## config.mk

```make
export PLATFORM = sky130hd
export DESIGN_NAME = neuron_mac3_flat
export DESIGN_NICKNAME = d
export VERILOG_FILES = /design/src/rtl/neuron_mac3_if.sv /design/src/rtl/neuron_mac3.sv /design/src/flat_wrapper.sv
export SDC_FILE = /design/constraint.sdc
export NUM_CORES = 1
export LEC_CHECK = 0
export ABC_AREA = 1
export BUFFER_PORTS_ARGS = -buffer_cell sky130_fd_sc_hd__buf_2
export CORE_AREA = 2 2 181 183
export CTS_CLUSTER_SIZE = 10
export DETAILED_ROUTE_END_ITERATION = 16
export DIE_AREA = 0 0 183 185
export PLACE_DENSITY = 0.73
export SKIP_CTS_REPAIR_TIMING = 1
export SYNTH_ARGS = -nofsm -noshare
export SYNTH_HDL_FRONTEND = slang
export SYNTH_SLANG_ARGS = --single-unit
```

## constraint.sdc

```tcl
create_clock -name clk -period 4.7 [get_ports clk]
set_clock_uncertainty 0.2 [all_clocks]
set_input_delay 0.47 -clock clk [delete_from_list [all_inputs] [get_ports clk]]
set_output_delay 0.47 -clock clk [all_outputs]
set_load 0.03 [all_outputs]
```

## src/rtl/neuron_mac3_if.sv

```systemverilog
// Handshake and operand bus for the three-input neuron MAC.
// The master drives the request and the muxed operands; the neuron is the slave.
interface neuron_mac3_if;
  logic        start;
  logic [15:0] bias;
  logic [15:0] data_in;
  logic [15:0] weight_in;
  logic [1:0]  select;
  logic        busy;
  logic        done;
  logic [15:0] result;

  modport master (
    output start, bias, data_in, weight_in,
    input  select, busy, done, result
  );

  modport slave (
    input  start, bias, data_in, weight_in,
    output select, busy, done, result
  );
endinterface

```

## src/rtl/neuron_mac3.sv

```systemverilog
// Three-input neuron: bias + sum of data*weight over the 3:1 mux,
// rescaled, saturated to 16 bits, optional ReLU, one result per start.
//
// state | meaning
// IDLE  | waiting for start; result held
// MAC   | one product per cycle, select 00 -> 01 -> 10
// OUT   | rescale/saturate/ReLU, register result, pulse done next cycle
module neuron_mac3 #(
  parameter int FRAC_BITS = 8,
  parameter bit RELU      = 1'b1
) (
  input logic         clk,
  input logic         rst_n,
  neuron_mac3_if.slave bus
);

  typedef enum logic [1:0] {IDLE, MAC, OUT} state_t;

  state_t             state, state_nxt;
  logic [1:0]         sel, sel_nxt;
  logic               busy_q, busy_nxt;
  logic               done_q, done_nxt;
  logic [15:0]        res_q, res_nxt;
  logic signed [33:0] acc, acc_nxt;

  logic signed [31:0] prod;
  logic signed [33:0] prod_ext;
  logic signed [33:0] bias_ext;
  logic signed [33:0] scaled;
  logic [15:0]        sat;

  assign prod     = $signed(bus.data_in) * $signed(bus.weight_in);
  assign prod_ext = $signed({{2{prod[31]}}, prod});
  assign bias_ext = $signed({{18{bus.bias[15]}}, bus.bias}) <<< FRAC_BITS;
  // Arithmetic shift floors toward minus infinity, matching fixed-point truncation.
  assign scaled   = acc >>> FRAC_BITS;

  always_comb begin
    sat = scaled[15:0];
    if (scaled > 34'sd32767)
      sat = 16'h7FFF;
    else if (scaled < -34'sd32768)
      sat = 16'h8000;
    if (RELU && sat[15])
      sat = 16'h0000;
  end

  always_comb begin
    state_nxt = state;
    sel_nxt   = sel;
    busy_nxt  = busy_q;
    done_nxt  = 1'b0;
    res_nxt   = res_q;
    acc_nxt   = acc;
    case (state)
      IDLE: begin
        if (bus.start) begin
          acc_nxt   = bias_ext;
          sel_nxt   = 2'd0;
          busy_nxt  = 1'b1;
          state_nxt = MAC;
        end
      end
      MAC: begin
        acc_nxt = acc + prod_ext;
        if (sel == 2'd2) begin
          sel_nxt   = 2'd0;
          state_nxt = OUT;
        end else begin
          sel_nxt = sel + 2'd1;
        end
      end
      OUT: begin
        res_nxt   = sat;
        done_nxt  = 1'b1;
        busy_nxt  = 1'b0;
        state_nxt = IDLE;
      end
      default: state_nxt = IDLE;
    endcase
  end

  always_ff @(posedge clk or negedge rst_n) begin
    if (!rst_n) begin
      state  <= IDLE;
      sel    <= 2'd0;
      busy_q <= 1'b0;
      done_q <= 1'b0;
      res_q  <= 16'h0000;
      acc    <= '0;
    end else begin
      state  <= state_nxt;
      sel    <= sel_nxt;
      busy_q <= busy_nxt;
      done_q <= done_nxt;
      res_q  <= res_nxt;
      acc    <= acc_nxt;
    end
  end

  assign bus.select = sel;
  assign bus.busy   = busy_q;
  assign bus.done   = done_q;
  assign bus.result = res_q;

endmodule

```

## src/flat_wrapper.sv

```systemverilog
// flat-port wrapper written by rule: the top's interface ports become plain ports
module neuron_mac3_flat 
#(
  parameter int FRAC_BITS = 8,
  parameter bit RELU      = 1'b1
)
  (clk, rst_n, bus_start, bus_bias, bus_data_in, bus_weight_in, bus_select, bus_busy, bus_done, bus_result);
  neuron_mac3_if bus_i ();
  input logic clk;
  input logic rst_n;
  input wire logic [$bits(bus_i.start)-1:0] bus_start;
  input wire logic [$bits(bus_i.bias)-1:0] bus_bias;
  input wire logic [$bits(bus_i.data_in)-1:0] bus_data_in;
  input wire logic [$bits(bus_i.weight_in)-1:0] bus_weight_in;
  output wire logic [$bits(bus_i.select)-1:0] bus_select;
  output wire logic [$bits(bus_i.busy)-1:0] bus_busy;
  output wire logic [$bits(bus_i.done)-1:0] bus_done;
  output wire logic [$bits(bus_i.result)-1:0] bus_result;
  assign bus_i.start = bus_start;
  assign bus_i.bias = bus_bias;
  assign bus_i.data_in = bus_data_in;
  assign bus_i.weight_in = bus_weight_in;
  assign bus_select = bus_i.select;
  assign bus_busy = bus_i.busy;
  assign bus_done = bus_i.done;
  assign bus_result = bus_i.result;
  neuron_mac3 #(.FRAC_BITS(FRAC_BITS), .RELU(RELU)) u_core (.clk(clk), .rst_n(rst_n), .bus(bus_i));
endmodule
```

==> results.cfg, run 1 <==
[logic_synthesis]
synth_area_leaders = fa_1, inv_1, nand2_1
synth_top_area_share = 0.413
synthMuxAreaShare = 0
ys_seq_area_frac = 0.0930
synthFlopType = dfrtp_1
synthXorXnorAreaFrac = 0.00118
yosysTopAreaCell = fa_1
syn_area_sq_mm = 0.0148
synthArstFlopShare = 1.00
yosysMostFrequentCell = inv_1
synth-simple-area-share = 0.194
yosysUniqueCellTypes = 39
synth-adder-area-share = 0.499
syn_nets = 2397
syn_inst = 1939
synth-compound-area-share = 0.0442
synth-edff-count = 0
yosysWarnings = 0
synth_top_family_by_area = adder cells
synth-seq-cells = 55
syn-mean-instance-area_sq_um = 7.63
synthTopCellsByCount = inv_1, nand2_1, fa_1, ha_1, nor2_1

[placed_design]
place_hpwl_mm = 33.9
io_buffers = 69
placedCellCount = 2485
place_area_sq_mm = 0.0171
gp_congestion = 0.931

[setup_path]
critPathRequiredTime_ps = 4700
worstSetupPathType = in2reg
cp_slowest_cell = fa_2
r2r_setup_slack_ps = -80
cpPeakStageDelay_ps = 620
rr_endpoint = u_core.acc[33]
worstReg2RegStart = u_core.acc[15]
path_buf_inv = 8
cp.arrival_ps = 5560
crit_fanout = 8
cpLargestDelayFamily = adder cells
end_kind = register
start_kind = input port
reg2regPathDepth = 20

[clocking]
cts_buffers = 5
clkSinkCount = 55
h-tree-depth = 2
insertion_delay_ps = 310
cts_tree = yes
root_buffer = clkbuf_16
cts_max_path_buffers = 2
clk_pin_slew_ps = 80

[floorplanning]
core_area_sq_mm = 0.0320
die-area_sq_mm = 0.0339
io_pins = 71
fp.dieH_um = 185
start_util = 0.462
die_w_um = 183
row_count = 66

[run]
maxCapViolCount = 0

[run_status]
status = finished with violations
violations = setup timing

[route]
drtPass1Iterations = 6
num_vias = 12500
wl_per_cell_um = 15.6
wl_mm = 39.4
avgViaCountPerCell = 4.93
drt-initial-drc-count = 631
drcViolationCount = 0
postRouteAntennaNets = 0

[sta]
min_period_ps = 5560
rsz0062_at_grt = true
maxSlewViolCount = 0
worst_slack_ps = -863
worst_pin_slew_ps = 843
period_share = 1.18
hold_viol = 0
max_freq_mhz = 180
finalSetupTns_ps = -15550
report.final.setup_viol = 26
max_slew_margin = 0.437

[global_routing]
grt_overflow_total = 0
grt_pass1_wl_mm = 65.3
grt_max_degree = 56
grt_usage = 0.242
grt_pass1_vias = 13100
grt_antenna_before_repair = 0

[layout]
fin_nets = 2579
area_delta_synth_final_pct = 25.7
antenna_cells = 0
stdcell_count = 2530
drive_gt1_frac = 0.274
design_area_sq_mm = 0.0186
num-fill-cells = 2752

[worst_hold_path]
hp-class = in2async
[per-layer routing]
metal,global-route usage,vias up,wire [um]
met3,0.0136,61,1560
met1,0.343,6234,17600
met5,0,-,0
met2,0.410,303,19400
li1,-,5885,-
met4,0.0621,0,897
[layout by cell type, fill, tap and decap left out, drive strengths merged, types with 2 or more instances in the layout]
cell    count
inv       582
nand2     533
fa        305
buf       249
ha        102
nor2       77
dfrtp      55
o21ai      54
nand3      52
a21oi      45
nand4      11
clkbuf     10
nor3       10
o21bai      7
or2         6
a22o        5
nand3b      4
and2        4
nor4        2
xnor2       2
a32o        2
[through the flow]
step           hold slack [ps]   util  setup slack (ps)
2_1_floorplan            -25.6      -              -810
3_3_place_gp               273  0.534             -1350
3_5_place_dp               280  0.534             -1420
4_1_cts                    124  0.539             -1120
5_1_grt                    164  0.580              -916
6_report                  95.6  0.580              -863
[registers in the layout, summed over array words and instances (netlist names)]
signal and count:
u_core.bus.done 1, u_core.state 2, u_core.bus.select 2, u_core.acc 34
u_core.bus.busy 1, u_core.bus.result 15
[layout make-up]
cell class / count / area, sq um / share of cell area
Clock inverter: 2 / 17.5 / 0.000942
Sequential cell: 55 / 1380 / 0.0740
Tap cell: 408 / 510 / 0.0274
Clock buffer: 6 / 139 / 0.00747
Multi-Input combinational cell: 1226 / 12300 / 0.659
Inverter: 580 / 2200 / 0.118
Timing Repair Buffer: 253 / 2100 / 0.113
[logic make-up after synthesis]
logic type	Yosys count
flip-flops	55
other	1
AND/OR/NAND/NOR	699
adder cells (fa/ha/maj)	407
buffers and inverters	658
XOR/XNOR	2
AO/OA/AOI/OAI	117
[worst max path at each step]
stage,cells after the start,from,to,slack (ps)
global placement,23,bus_data_in[15],u_core.acc[30],-1350
CTS,23,bus_data_in[15],u_core.acc[30],-1120
detailed placement,23,bus_data_in[15],u_core.acc[30],-1420
floorplan,26,bus_weight_in[6],u_core.acc[33],-810
finish,25,bus_data_in[15],u_core.acc[30],-860
global route,25,bus_data_in[15],u_core.acc[33],-920
Power of run 1 is left out: the tool's default activity adds up to more than one toggle a clock period on the data nets, which glitch-free logic cannot reach.
==> run 2: changes to the inputs <==
- GPL_TIMING_DRIVEN: unset -> 0
==> run 2 against run 1 <==
Effect of this change:
- largest cell class unchanged
- non-clock buffer count decreased by 43
- hold slack lost 95 ps
- routed wire length increased by 11%
- utilization is essentially flat
- critical path depth stayed put
- flip-flop and latch count did not move
- first-iteration DRC count grew 44%
- the run still ends with setup timing left
- register-to-register slack better by 60 ps
==> results.cfg, run 2 (synthesis results as in run 1) <==
[run_status]
status = finished with violations
violations = setup timing

[layout]
final_common_cell = inv_1
fin_nets = 2536
largest_reg_flops = 34
drive_gt1_frac = 0.260
regMostFlops = u_core.acc
antenna_cells = 0
mostFrequentLayoutCells = inv_1, nand2_1, fa_1, ha_1, buf_4
area_delta_synth_final_pct = 25.8
stdcell_count = 2487

[sta]
rsz0062_at_grt = true
period_share = 1.18
worst_pin_slew_ps = 822
hold_viol = 0
worst_slack_ps = -855
max_freq_mhz = 180
maxSlewViolCount = 0
min_period_ps = 5550
report.final.setup_viol = 25
max_slew_margin = 0.449

[route]
drcViolationCount = 0
wl_per_cell_um = 17.5
num_vias = 12500
drt-initial-drc-count = 906
postRouteAntennaNets = 0
drtPass1Iterations = 5
avgViaCountPerCell = 5.02
wl_mm = 43.6

[run]
maxCapViolCount = 0

[placed_design]
preCtsSetupSlack_ps = -1440
gp_congestion = 0.966
place_hpwl_mm = 36.1
io_buffers = 41
placedCellCount = 2388

[setup_path]
start_kind = input port
crit_fanout = 8
cp.arrival_ps = 5560
reg2regPathDepth = 21
worstSetupPathType = in2reg
end_kind = register
critPathRequiredTime_ps = 4700

[clocking]
root_buffer = clkbuf_16
insertion_delay_ps = 310
clk_pin_slew_ps = 80
cts_buffers = 5
cts_max_path_buffers = 2
clkSinkCount = 55
h-tree-depth = 2
cts_tree = yes

[global_routing]
grtUsageMet3 = 0.0142
grt_pass1_vias = 12600
busiest_layer = met2
grt_max_degree = 56
grt_usage = 0.257
grt_pass1_wl_mm = 67.0
grt_use_met1 = 0.350
gr-usage-met2 = 0.451
grt_overflow_total = 0
grt_antenna_before_repair = 0

[floorplanning]
die-area_sq_mm = 0.0339
core_area_sq_mm = 0.0320
die_w_um = 183
io_pins = 71
row_count = 66
start_util = 0.462
fp.dieH_um = 185

[worst_hold_path]
hp-class = in2async
[run 2: final timing paths]
kind | to | slack (ps) | start
min in group clk | u_core.acc[9] | 190 | bus_bias[1]
hold / removal | u_core.bus.result[1] | 1 | rst_n
max in group asynchronous | u_core.acc[23] | 3790 | rst_n
hold reg to reg | u_core.bus.result[4] | 310 | u_core.bus.result[4]
setup / recovery | u_core.acc[30] | -850 | bus_data_in[15]
setup reg to reg | u_core.acc[32] | -20 | u_core.acc[15]
[run 2: area by class of cell]
class,instances,area (sq um)
timing repair buffer,132,1160
sequential,55,1380
clock inverter,3,31.3
buffer,78,912
inverter,580,2210
tap,408,510
clock buffer,5,125
fill,2799,13400
multi-input combinational,1226,12300
[run 2: worst max-delay path, stage by stage]
cell and delay [ps]:
buf_12 110, buf_8 130, buf_6 120, nand2_4 50, inv_2 40, fa_2 600, fa_2 550, buf_4 180
fa_1 510, fa_1 450, fa_1 500, inv_1 50, fa_1 490, inv_1 60, ha_4 310, nand2_2 80
inv_1 70, nand2_2 100, nor3_2 200, and2_1 160, nand2_2 70, nand2_1 60, nand2_1 40, nand3_1 80
nand2_1 50
[run 2: routing by layer]
| layer | up-vias | share of wire |
|---|---|---|
| li1 | 5812 | - |
| met4 | 0 | 0.038 |
| met3 | 96 | 0.047 |
| met2 | 387 | 0.50 |
| met1 | 6195 | 0.42 |
| met5 | - | 0 |
[run 2: per-stage QoR]
stage	util	hold WS, ps	instance area [sq um]	setup TNS, ps
after floorplan	-	-25.6	15800	-13360
after global placement	0.517	272	16600	-32550
after detailed placement	0.517	288	16600	-33180
after CTS	0.522	190	16700	-24420
after global routing	0.581	56.5	18600	-19860
final	0.581	1.04	18600	-16010
Power of run 2 is left out for the same reason.
==> run 3: changes to the inputs <==
- SKIP_CTS_REPAIR_TIMING: 1 -> unset
- SLEW_MARGIN: unset -> 15
==> run 3 against run 2 <==
Effect of this change:
- flip-flop and latch count is the same
- register-to-register slack worse by 60 ps
- die area did not move
- non-clock buffer count shrank 14
- critical endpoint is now u_core.acc[23]
- final cell count fell by 0.56%
- clock-buffer cell count stayed put
- worst setup slack improved by 57 ps
- first-iteration DRC count is 7.8% lower
- routed wire length decreased by 0.98%
- fmax rose by 1.0%
- via count down 0.73%
- the flow still finishes with violations (setup timing)
- utilization is 0.098 points higher
==> results.cfg, run 3 (synthesis results as in run 1) <==
[placed_design]
place_hpwl_mm = 36.2
gp_congestion = 0.966
preCtsSetupSlack_ps = -1450
io_buffers = 41

[layout]
drive_gt1_frac = 0.256
mostFrequentLayoutCells = inv_1, nand2_1, fa_1, ha_1
antenna_cells = 0
multi_input_area_sq_mm = 0.0124
area_delta_synth_final_pct = 26.0
regMostFlops = u_core.acc
final_common_cell = inv_1
regArea_sq_mm = 0.00138
fin_nets = 2522
largest_reg_flops = 34
num-fill-cells = 2816

[clocking]
holdBufCountCts = 0
clk_pin_slew_ps = 80
insertion_delay_ps = 310
cts_tree = yes
cts_max_path_buffers = 2
clkSinkCount = 55
root_buffer = clkbuf_16
h-tree-depth = 2
cts_buffers = 5

[global_routing]
grt_antenna_before_repair = 0
grt_usage = 0.266
grt_overflow_total = 0
busiest_layer = met2
gr-usage-met2 = 0.459
grt_use_met1 = 0.347
grt_max_degree = 56
grt_pass1_wl_mm = 69.1
grtUsageMet3 = 0.0283
grt_pass1_vias = 13100

[floorplanning]
io_pins = 71
fp.dieH_um = 185
row_count = 66
start_util = 0.462
die-area_sq_mm = 0.0339
die_w_um = 183
core_area_sq_mm = 0.0320

[sta]
rsz0062_at_grt = true
maxSlewViolCount = 0
report.final.setup_viol = 25
min_period_ps = 5500
hold_viol = 0
worst_pin_slew_ps = 867
period_share = 1.17
max_freq_mhz = 182
worst_slack_ps = -798
max_slew_margin = 0.419

[setup_path]
crit_top_cell = inv_2
path_buf_inv = 9
critPathRequiredTime_ps = 4700
startpoint = bus_data_in[15]
worstSetupPathType = in2reg
cp_slowest_cell = fa_2
cp.arrival_ps = 5490
cpPeakStageDelay_ps = 640
worstReg2RegStart = u_core.acc[15]
cpLargestDelayFamily = adder cells
start_kind = input port
crit_fanout = 8
end_kind = register

[route]
drtPass1Iterations = 6
postRouteAntennaNets = 0
wl_per_cell_um = 17.5
avgViaCountPerCell = 5.01
wl_mm = 43.2
drt-initial-drc-count = 835
drcViolationCount = 0
num_vias = 12400

[run_status]
violations = setup timing
status = finished with violations

[worst_hold_path]
hp-class = in2async

[run]
maxCapViolCount = 0
==> run 3: changes by cell type in the layout (fill, tap and decap cells not counted), moves of 4 or more <==
cell       delta
buf_8        -16
clkbuf_16    +12
clkbuf_8     +12
nand3_2      +10
buf_6         -9
nand3_1       -9
buf_12        -8
nand2_2       -8
nand2_1       +5
a21oi_1       +4
a21oi_2       -4
buf_4         -4
==> run 3: final timing paths <==
| kind | depth (start not counted) | end | slack [ps] |
|---|---|---|---|
| setup / recovery | 25 | u_core.acc[23] | -800 |
| hold / removal | 1 | u_core.bus.result[1] | 2 |
| setup reg to reg | 19 | u_core.acc[21] | -80 |
| hold reg to reg | 1 | u_core.bus.select[0] | 300 |
| max in group asynchronous | 1 | u_core.acc[24] | 3790 |
| min in group clk | 3 | u_core.acc[8] | 180 |
==> run 3: routing by layer <==
| layer | wire, um | share of wire | up-vias |
|---|---|---|---|
| li1 | - | - | 5768 |
| met1 | 17600 | 0.41 | 6162 |
| met2 | 21400 | 0.50 | 387 |
| met3 | 2430 | 0.056 | 82 |
| met4 | 1720 | 0.040 | 0 |
| met5 | 0 | 0 | - |
==> run 3: what timing repair did <==
action / in CTS / in global routing
pin swaps: 114 / 114
gates resized for setup: 196 / 145
endpoints found under the setup margin: 27 / 27
setup buffers: 43 / 34
cloned: 1 / 1
==> run 3: worst register-to-register path: cells and delay by family (launching register included) <==
family / cells / cell delay [ps]
buffers and inverters: 5 / 450
AND/OR/NAND/NOR: 8 / 870
adder cells (fa/ha/maj): 6 / 2790
flip-flops: 1 / 380
==> run 3: cell type report <==
cell class / instances / share of cell area
clock buffers: 5 / 0.00671
plain buffers: 78 / 0.0589
clock inverters: 3 / 0.00168
well taps: 408 / 0.0274
multi-input cells: 1226 / 0.664
flip-flops and latches: 55 / 0.0738
inverters: 580 / 0.119
repair buffers: 118 / 0.0485
==> run 3: metrics by stage <==
step	TNS, ps	hold slack, ps	util	instance area [sq um]	cells
global placement	-32550	272	0.517	16600	2388
global route	-20100	64.7	0.582	18600	2473
detailed placement	-33130	289	0.517	16600	2388
CTS	-15960	35.8	0.559	17900	2440
floorplan	-13360	-25.6	-	15800	1939
finish	-15870	2.43	0.582	18600	2473
Power of run 3 is left out for the same reason.
